$ cat config.mk
export PLATFORM = sky130hd
export DESIGN_NAME = freq_result_uart_tx_flat
export DESIGN_NICKNAME = d
export VERILOG_FILES = /design/src/rtl/freq_result_uart_tx_if.sv /design/src/rtl/freq_result_uart_tx.sv /design/src/flat_wrapper.sv
export SDC_FILE = /design/constraint.sdc
export NUM_CORES = 1
export LEC_CHECK = 0
export CORE_UTILIZATION = 54
export DETAILED_ROUTE_END_ITERATION = 16
export PLACE_DENSITY = 0.89
export SYNTH_ARGS = -nofsm -noshare
export SYNTH_HDL_FRONTEND = slang
export SYNTH_SLANG_ARGS = --single-unit
$ cat constraint.sdc
create_clock -name clk -period 2.5 [get_ports clk]
set_input_delay 0.5 -clock clk [delete_from_list [all_inputs] [get_ports clk]]
set_output_delay 0.5 -clock clk [all_outputs]
set_load 0.01 [all_outputs]
$ cat src/rtl/freq_result_uart_tx_if.sv
// Result hand-off between the frequency-measure core and the UART framer.
// The producer drives the count pair and read_over; the framer drives the line and status.
interface freq_result_if;
    logic [31:0] read_fx_cnt;
    logic [31:0] read_gate_cnt;
    logic        read_over;
    logic        uart_tx;
    logic        busy;
    logic        frame_done;
    logic        overrun;

    modport master (
        output read_fx_cnt, read_gate_cnt, read_over,
        input  uart_tx, busy, frame_done, overrun
    );

    modport slave (
        input  read_fx_cnt, read_gate_cnt, read_over,
        output uart_tx, busy, frame_done, overrun
    );
endinterface

$ cat src/rtl/freq_result_uart_tx.sv
// Latches a frequency-measure result on each read_over rising edge and sends it
// as a 10-byte 8N1 frame: header, fx (MSB first), gate (MSB first), XOR checksum.
module freq_result_uart_tx #(
    parameter int unsigned CLK_FREQ = 50_000_000,
    parameter int unsigned BAUD     = 115200,
    parameter logic [7:0]  HEADER   = 8'hA5
) (
    input  logic         clk,
    input  logic         rst_n,
    freq_result_if.slave res
);
    localparam int unsigned BAUD_DIV = CLK_FREQ / BAUD;
    localparam logic [15:0] BIT_END  = 16'(BAUD_DIV - 1);

    localparam logic [1:0] S_IDLE  = 2'd0;
    localparam logic [1:0] S_START = 2'd1;
    localparam logic [1:0] S_DATA  = 2'd2;
    localparam logic [1:0] S_STOP  = 2'd3;

    logic [1:0]  state;
    logic [15:0] baud_cnt;
    logic [2:0]  bit_idx;
    logic [3:0]  byte_idx;
    logic [31:0] fx_q;
    logic [31:0] gate_q;
    logic        read_over_d;
    logic        tx_q;
    logic        frame_done_q;
    logic        overrun_q;
    logic        new_res;
    logic        busy_int;
    logic        bit_end;
    logic [7:0]  checksum;
    logic [7:0]  cur_byte;

    assign new_res  = res.read_over & ~read_over_d;
    assign busy_int = (state != S_IDLE);
    assign bit_end  = (baud_cnt == BIT_END);
    assign checksum = fx_q[31:24] ^ fx_q[23:16] ^ fx_q[15:8] ^ fx_q[7:0]
                    ^ gate_q[31:24] ^ gate_q[23:16] ^ gate_q[15:8] ^ gate_q[7:0];

    always_comb begin
        cur_byte = checksum;
        case (byte_idx)
            4'd0: cur_byte = HEADER;
            4'd1: cur_byte = fx_q[31:24];
            4'd2: cur_byte = fx_q[23:16];
            4'd3: cur_byte = fx_q[15:8];
            4'd4: cur_byte = fx_q[7:0];
            4'd5: cur_byte = gate_q[31:24];
            4'd6: cur_byte = gate_q[23:16];
            4'd7: cur_byte = gate_q[15:8];
            4'd8: cur_byte = gate_q[7:0];
            default: cur_byte = checksum;
        endcase
    end

    // tx_q is loaded with the level of the upcoming bit on the transition edge,
    // so the line changes exactly on the baud boundary with no extra stage.
    always_ff @(posedge clk) begin
        if (!rst_n) begin
            state        <= S_IDLE;
            baud_cnt     <= '0;
            bit_idx      <= '0;
            byte_idx     <= '0;
            fx_q         <= '0;
            gate_q       <= '0;
            read_over_d  <= 1'b0;
            tx_q         <= 1'b1;
            frame_done_q <= 1'b0;
            overrun_q    <= 1'b0;
        end else begin
            read_over_d  <= res.read_over;
            frame_done_q <= 1'b0;
            overrun_q    <= new_res & busy_int;
            case (state)
                S_IDLE: begin
                    baud_cnt <= '0;
                    tx_q     <= 1'b1;
                    if (new_res) begin
                        fx_q     <= res.read_fx_cnt;
                        gate_q   <= res.read_gate_cnt;
                        byte_idx <= '0;
                        bit_idx  <= '0;
                        tx_q     <= 1'b0;
                        state    <= S_START;
                    end
                end
                S_START: begin
                    if (bit_end) begin
                        baud_cnt <= '0;
                        bit_idx  <= '0;
                        tx_q     <= cur_byte[0];
                        state    <= S_DATA;
                    end else begin
                        baud_cnt <= baud_cnt + 16'd1;
                    end
                end
                S_DATA: begin
                    if (bit_end) begin
                        baud_cnt <= '0;
                        if (bit_idx == 3'd7) begin
                            tx_q  <= 1'b1;
                            state <= S_STOP;
                        end else begin
                            bit_idx <= bit_idx + 3'd1;
                            tx_q    <= cur_byte[bit_idx + 3'd1];
                        end
                    end else begin
                        baud_cnt <= baud_cnt + 16'd1;
                    end
                end
                default: begin
                    if (bit_end) begin
                        baud_cnt <= '0;
                        if (byte_idx != 4'd9) begin
                            byte_idx <= byte_idx + 4'd1;
                            tx_q     <= 1'b0;
                            state    <= S_START;
                        end else begin
                            tx_q         <= 1'b1;
                            frame_done_q <= 1'b1;
                            state        <= S_IDLE;
                        end
                    end else begin
                        baud_cnt <= baud_cnt + 16'd1;
                    end
                end
            endcase
        end
    end

    assign res.uart_tx    = tx_q;
    assign res.busy       = busy_int;
    assign res.frame_done = frame_done_q;
    assign res.overrun    = overrun_q;
endmodule

$ cat src/flat_wrapper.sv
// flat-port wrapper written by rule: the top's interface ports become plain ports
module freq_result_uart_tx_flat 
#(
    parameter int unsigned CLK_FREQ = 50_000_000,
    parameter int unsigned BAUD     = 115200,
    parameter logic [7:0]  HEADER   = 8'hA5
)
  (clk, rst_n, res_read_fx_cnt, res_read_gate_cnt, res_read_over, res_uart_tx, res_busy, res_frame_done, res_overrun);
  freq_result_if res_i ();
  input  logic clk;
  input  logic rst_n;
  input wire logic [$bits(res_i.read_fx_cnt)-1:0] res_read_fx_cnt;
  input wire logic [$bits(res_i.read_gate_cnt)-1:0] res_read_gate_cnt;
  input wire logic [$bits(res_i.read_over)-1:0] res_read_over;
  output wire logic [$bits(res_i.uart_tx)-1:0] res_uart_tx;
  output wire logic [$bits(res_i.busy)-1:0] res_busy;
  output wire logic [$bits(res_i.frame_done)-1:0] res_frame_done;
  output wire logic [$bits(res_i.overrun)-1:0] res_overrun;
  assign res_i.read_fx_cnt = res_read_fx_cnt;
  assign res_i.read_gate_cnt = res_read_gate_cnt;
  assign res_i.read_over = res_read_over;
  assign res_uart_tx = res_i.uart_tx;
  assign res_busy = res_i.busy;
  assign res_frame_done = res_i.frame_done;
  assign res_overrun = res_i.overrun;
  freq_result_uart_tx #(.CLK_FREQ(CLK_FREQ), .BAUD(BAUD), .HEADER(HEADER)) u_core (.clk(clk), .rst_n(rst_n), .res(res_i));
endmodule
==> results of run 1 <==
state kept, by name, indices dropped and copies added, names as in the netlist:
signal / cells
u_core.fx_q: 32
u_core.gate_q: 32
u_core.baud_cnt: 16
u_core.byte_idx: 4
u_core.bit_idx: 3
u_core.state: 2
u_core.read_over_d: 1
u_core.res.frame_done: 1
u_core.res.overrun: 1
u_core.res.uart_tx: 1
worst max path at each step:
| stage | start | to | slack, ns | cells after the start |
|---|---|---|---|---|
| finish | u_core.byte_idx[0] | u_core.res.uart_tx | 0.11 | 9 |
| global route | u_core.byte_idx[0] | u_core.res.uart_tx | -0.02 | 9 |
| CTS | u_core.byte_idx[0] | u_core.res.uart_tx | 0.08 | 9 |
| detailed placement | u_core.byte_idx[0] | u_core.res.uart_tx | 0.10 | 9 |
| global placement | u_core.byte_idx[0] | u_core.res.uart_tx | 0.12 | 9 |
| floorplan | u_core.byte_idx[0] | u_core.res.uart_tx | 0.33 | 9 |
through the flow:
step / hold slack, ns / instance area, um^2 / power [mW] / util / setup TNS, ns
after floorplan: 0.445 / 4760 / 3.09 / - / 0
after global placement: 0.457 / 5550 / 3.57 / 0.662 / 0
after detailed placement: 0.472 / 5550 / 3.62 / 0.662 / 0
after CTS: 0.489 / 5740 / 4.59 / 0.685 / 0
after global routing: 0.505 / 5760 / 4.86 / 0.687 / -0.0173
final: 0.488 / 5760 / 4.59 / 0.687 / 0
per-layer routing:
layer	vias to the layer above	track usage	wire [um]
met3	33	0.0529	536
met5	-	0	0
met4	0	0.107	370
met1	2042	0.302	4790
li1	2164	-	-
met2	130	0.514	6300
cell usage in the layout, fill, tap and decap left out, types with 3 or more instances in the layout:
master	count
a211oi_1	5
a21oi_1	76
a222oi_1	5
a22o_1	3
a22oi_1	10
a311oi_1	4
and3_1	3
buf_4	11
clkbuf_8	9
clkdlybuf4s50_1	70
clkinv_4	3
dfxtp_1	93
ha_1	8
ha_2	4
inv_1	11
mux2i_1	5
nand2_1	156
nand2b_1	6
nand3_1	15
nand4_1	4
nor2_1	30
nor2b_1	3
nor3_1	6
nor3b_1	3
nor4_1	3
o21ai_0	11
or2_2	3
or3_1	3
xnor2_1	57
xor2_1	14
power by group:
part | internal, mW | total, mW | leakage (nW) | switching, mW
clock | 0.388 | 0.966 | 0.0982 | 0.579
combinational | 0.779 | 1.74 | 1.09 | 0.966
sequential | 1.67 | 1.87 | 0.759 | 0.207
synth_stat cells (2+ instances only):
cell type  instances
or2_2              3
nand4_1            4
nor2b_1            3
clkbuf_1          25
a21oi_2            2
and3_1             3
buf_4              3
nor3b_1            3
mux2_2             2
a31oi_1            2
o21ai_0           11
a221oi_1           2
a21oi_1           76
a222oi_1           5
and2_1             2
a22o_1             3
nand2b_1           6
xor2_1            14
nor3_1             6
buf_2              4
mux2i_1            5
or3_1              3
nor2_1            31
nor4_1             4
nand2_1          156
a211oi_1           5
dfxtp_1           93
a311oi_1           4
nand3_1           15
a22oi_1           10
ha_1              12
xnor2_1           57
inv_1             11
o21ai_1            2
final cells by class:
cell class	instances	area, um^2
Tap cell	105	131
Multi-Input combinational cell	465	2720
Clock inverter	7	66.3
Fill cell	700	2630
Clock buffer	9	124
Sequential cell	93	1860
Inverter	13	48.8
Timing Repair Buffer	82	803
kinds of logic (layout without fill, tap and decap cells):
logic type / after synthesis / in the layout / synth area share
simple gates: 242 / 242 / 0.216
compound gates: 132 / 132 / 0.170
flops: 93 / 93 / 0.391
xor+xnor: 71 / 71 / 0.131
buf+inv: 46 / 111 / 0.0413
fa+ha+maj: 12 / 12 / 0.0316
mux: 8 / 8 / 0.0184
critical path, delay by kind of cell (launching register included):
kind	cells	cell delay, ns
AOI/OAI and AO/OA	5	1.07
DFF	1	0.44
and+or+nand+nor	2	0.32
adders and majority gates	1	0.29
buffers and inverters	1	0.12
==> results by group, run 1 <==
Timing
  • Fmax: about 0.42 GHz
  • Fin. max-slew vios: 0
  • Final hold violations: 0
  • Worst-Margin Slew: a little over 0.7 ns
  • Clk_skew: 0.0128 ns
  • Final min period: 2.39 ns
  • Final setup fails: 0
  • Relative slew slack: 0.526
  • Slack of the critical path: roughly 0.11 ns
  • Post-route clock period utilization: 0.954

Worst hold path
  • Hold path endpoint: u_core.gate_q[31]
  • Hold Startpoint: u_core.gate_q[31]
  • Hold Path Class: reg2reg
  • Hold path cells: 2

Layout
  • Share of cells above drive strength 1: 0.0658
  • Layout area overhead: 21.0%
  • Layout Cells excl Fill: 774
  • ANT cells: 0
  • Fin nets: ~740

Critical path
  • Crit path capture type: flip-flop
  • Required @ worst endpoint: ~2.7 ns
  • Worst r2r dst: u_core.res.uart_tx
  • Reg2reg setup slack: about 0.11 ns
  • R2R cell count: 9
  • Setup CP Type: reg2reg
  • Critical R2R Launch: u_core.byte_idx[0]
  • Slowest CP cell: dfxtp_1
  • CP startpoint kind: flip-flop
  • WP data arrival: about 2.6 ns
  • Slowest stage delay, CP: roughly 0.44 ns
  • Critical-path cell list: inv_1 > ha_2 > a222oi_1 > a211oi_1 > nor3_1 > or4_1 > o21ai_1 > a2111oi_1 > a41oi_1
  • CP max FO: 11

Floorplan
  • Overall die width: between 90 and 100 um
  • I/O pins: 71
  • Die ar.: 9190 um^2
  • Die H: 95.8 um
  • # rows: 33
  • Core Region: between 8000 and 9000 um^2
  • Initial core utilization: 0.567

Synthesis
  • Cell area after synthesis: 4760 um^2
  • Cell taking the most area after synthesis: dfxtp_1
  • Synthesized flop and latch total: slightly above 90
  • Synth top area share: 0.391
  • Mapped Nets: 683
  • Async S/R FF share, synth: 0
  • EDFF count, synth: 0
  • Yosys warns: 0
  • Mapped Cells: roughly 600
  • Post-synth top flop: dfxtp_1
  • Synth top area cells: dfxtp_1 (39%), nand2_1 (12%), xnor2_1 (10%)
  • Seq/Total Area, Yosys: 0.391
  • Average size of a mapped cell: about 7.9 um^2
  • Distinct cells, synth: 51

Global routing
  • Largest net degree at the start of global routing: 72
  • Initial antenna violation count: 0
  • Number of global-route vias before repair: 4195
  • First-pass GRT wire length: between 15 and 20 mm
  • Global route overflow: 0
  • All-Layer GR Usage: 0.274

Clock network
  • H-tree levels: 3
  • CTS tree: yes
  • Skew-Pair Late Insertion Delay: about 0.37 ns
  • TritonCTS Sinks: 93
  • Post-CTS sizing: 0
  • Post-CTS Hold Buffers: 0
  • Clk root buf: clkbuf_8
  • Clk buf depth: 2
  • CTS clock-pin slew for the worst setup and hold paths: 0.10 ns
  • Postcts setup bufs: 0
  • Total CTS buffers: 9

Placement
  • Placed insts: 758
  • Port Buffers: 70
  • DP HPWL: 8.96 mm
  • Dpl ws: between 0.1 and 0.15 ns
  • Gpl congestion: 0.939

Flow run
  • Max_cap viols: 0

Routing
  • Routed vias/inst: 5.64
  • Drt wl/cell: 15.5 um
  • Total vias in the final route: between 4000 and 5000
  • Drt first pass iters: 7
  • DRC Markers: 0
  • Final wirelength: ~12 mm
  • Drt first-iter violations: 290
  • Antenna-violating nets left: 0

Power and ir drop
  • PD cells: between 700 and 800 nW/um^2
  • Worst ir drop on vdd: ~0.37 mV
  • Static Leak: between 1.5 and 2 nW

Outcome
  • Status: completed
Note: power is estimated with default switching activity, not from simulation.
==> run 2, diff against run 1 <==
- CAP_MARGIN: not set -> 10
==> results of run 2 <==
No change in the layout: final DEF, timing and power equal those of run 1.
==> variant: new RTL, flow settings as in run 2 <==
Reset style: asynchronous (`rst_n`), changed in one clocked block.
--- a/src/rtl/freq_result_uart_tx.sv
+++ b/src/rtl/freq_result_uart_tx.sv
@@ -59,3 +59,3 @@
     // so the line changes exactly on the baud boundary with no extra stage.
-    always_ff @(posedge clk) begin
+    always_ff @(posedge clk or negedge rst_n) begin
         if (!rst_n) begin
Formal check against the unedited RTL: differs if rst_n is asserted again (counterexample within 4 cycles, from zero or initial values and one cycle with rst_n low); with rst_n held inactive, the same outputs for 10 cycles.
==> variant against run 2 <==
Clock skew shrank 0.0058 ns. Cell area grew 5.5%. Sequential cell count is the same. Synthesized cell count shrank 27%. Critical path type unchanged. Critical path depth is the same. Non-clock buffer count grew 2. Routed wire length shrank 8.4%. Synthesized area grew 5.0%. Setup slack lost 0.045 ns. Die area grew 4.9%.
Power is not compared: it rests on default switching activity, and its combinational part moved more than twofold at a synthesized area within 25%.
==> variant: results (changes against run 2) <==
metric,value,unit,change
top flop regs,"u_core.fx_q x32, u_core.gate_q x32, u_core.baud_cnt x16",,unchanged
reg2reg setup slack,0.07,ns,was 0.11 ns
Placed Area,5850,um^2,was 5550 um^2
DRT Pass-1 Iters,8,,was 7
first-pass GRT wire length,18.7,mm,was 19.1 mm
ranking of synthesized cells by area,"dfrtp_1 (46%), mux2_2 (15%), xnor2_1 (9.5%)",,"was dfxtp_1 (39%), nand2_1 (12%), xnor2_1 (10%)"
layout cell share with drive strength beyond 1,0.203,,was 0.0658
vias per cell,5.93,,was 5.64
hpwl dp,7.99,mm,was 8.96 mm
Layout Nets,593,,was 743
gpl congestion,0.953,,was 0.939
Worst-Margin Slew,0.745,ns,was 0.710 ns
Wirelength per Cell,17.5,um,was 15.5 um
worst-path maximum fanout,5,,was 11
CP max-delay cell,dfrtp_1,,was dfxtp_1
CP max stage delay,0.42,ns,was 0.44 ns
status,finished clean,,unchanged
Syn Nets,517,,was 683
Synth top cells by count,"dfrtp_1 (92), mux2_2 (68), xnor2_1 (54)",,"was nand2_1 (156), dfxtp_1 (93), a21oi_1 (76)"
largest net degree at the start of global routing,52,,was 72
vias in the first global route,3853,,was 4195
Total GRT Usage,0.245,,was 0.274
Leakage,2.63,nW,
"Seq/Total Area, Yosys",0.466,,was 0.391
Worst Path Arrival,2.72,ns,was 2.61 ns
clock skew,0.00699,ns,was 0.0128 ns
critical path's top delay family,simple AND/OR/NAND/NOR gates,,was compound AO/OA/AOI/OAI gates
HP Class,in2async,,was reg2reg
dpl ws,0.160,ns,was 0.102 ns
post-synthesis cell type count,56,,was 51
Starting DRT DRC Count,267,,was 290
asr flop ratio synth,1.00,,was 0
## variant: cell types whose count changed in the layout (fill, tap and decap cells not counted), moves of 6 or more
cell	delta
mux2_2	+66
nor2_1	-6
dfrtp_1	+92
a21oi_1	-59
dfxtp_1	-93
nand3_1	-6
nand2_1	-135
## variant: cell families (layout without fill, tap and decap cells)
| group | Yosys count | after routing | synth area share |
|---|---|---|---|
| buf+inv | 30 | 110 | 0.0278 |
| fa+ha+maj | 12 | 12 | 0.0301 |
| compound gates | 72 | 72 | 0.102 |
| xor+xnor | 70 | 70 | 0.123 |
| flops | 93 | 93 | 0.466 |
| mux | 70 | 70 | 0.157 |
| simple gates | 91 | 91 | 0.0935 |
## variant: final timing paths
kind / startpoint / to / cells past startpoint
max: u_core.byte_idx[0] / u_core.res.uart_tx / 9
min: rst_n / u_core.fx_q[24] / 1
max reg2reg: u_core.byte_idx[0] / u_core.res.uart_tx / 9
min reg2reg: u_core.baud_cnt[0] / u_core.baud_cnt[0] / 1
max in group asynchronous: rst_n / u_core.res.uart_tx / 2
min in group clk: u_core.baud_cnt[0] / u_core.baud_cnt[0] / 1
## variant: cell type report
| type | count | area [um^2] |
|---|---|---|
| Fill cell | 660 | 2770 |
| Multi-Input combinational cell | 315 | 2530 |
| Sequential cell | 93 | 2330 |
| Timing Repair Buffer | 84 | 816 |
| Clock buffer | 10 | 138 |
| Tap cell | 108 | 135 |
| Clock inverter | 5 | 83.8 |
| Inverter | 11 | 41.3 |
## variant: power groups by stage
stage	Sequential [mW]	Clock [mW]	Combinational, mW
4_1_cts	1.62	1.14	0.388
3_5_place_dp	1.65	0	0.383
5_1_grt	1.62	1.20	0.421
2_1_floorplan	1.63	0	0.214
6_report	1.62	1.12	0.390
3_3_place_gp	1.64	0	0.375
## variant: layer usage
metal,up-vias,track usage,wire length (um)
met4,0,0.108,250
met2,132,0.425,5690
met1,1840,0.301,4600
li1,1712,-,-
met5,-,0,0
met3,26,0.0401,439
## variant: per-stage QoR
stage	hold WS, ns	power (mW)	instances	util
finish	0.120	3.12	626	0.687
global route	0.151	3.25	626	0.687
CTS	0.127	3.14	626	0.686
detailed placement	0.524	2.03	611	0.661
global placement	0.497	2.02	611	0.661
floorplan	0.204	1.84	438	-
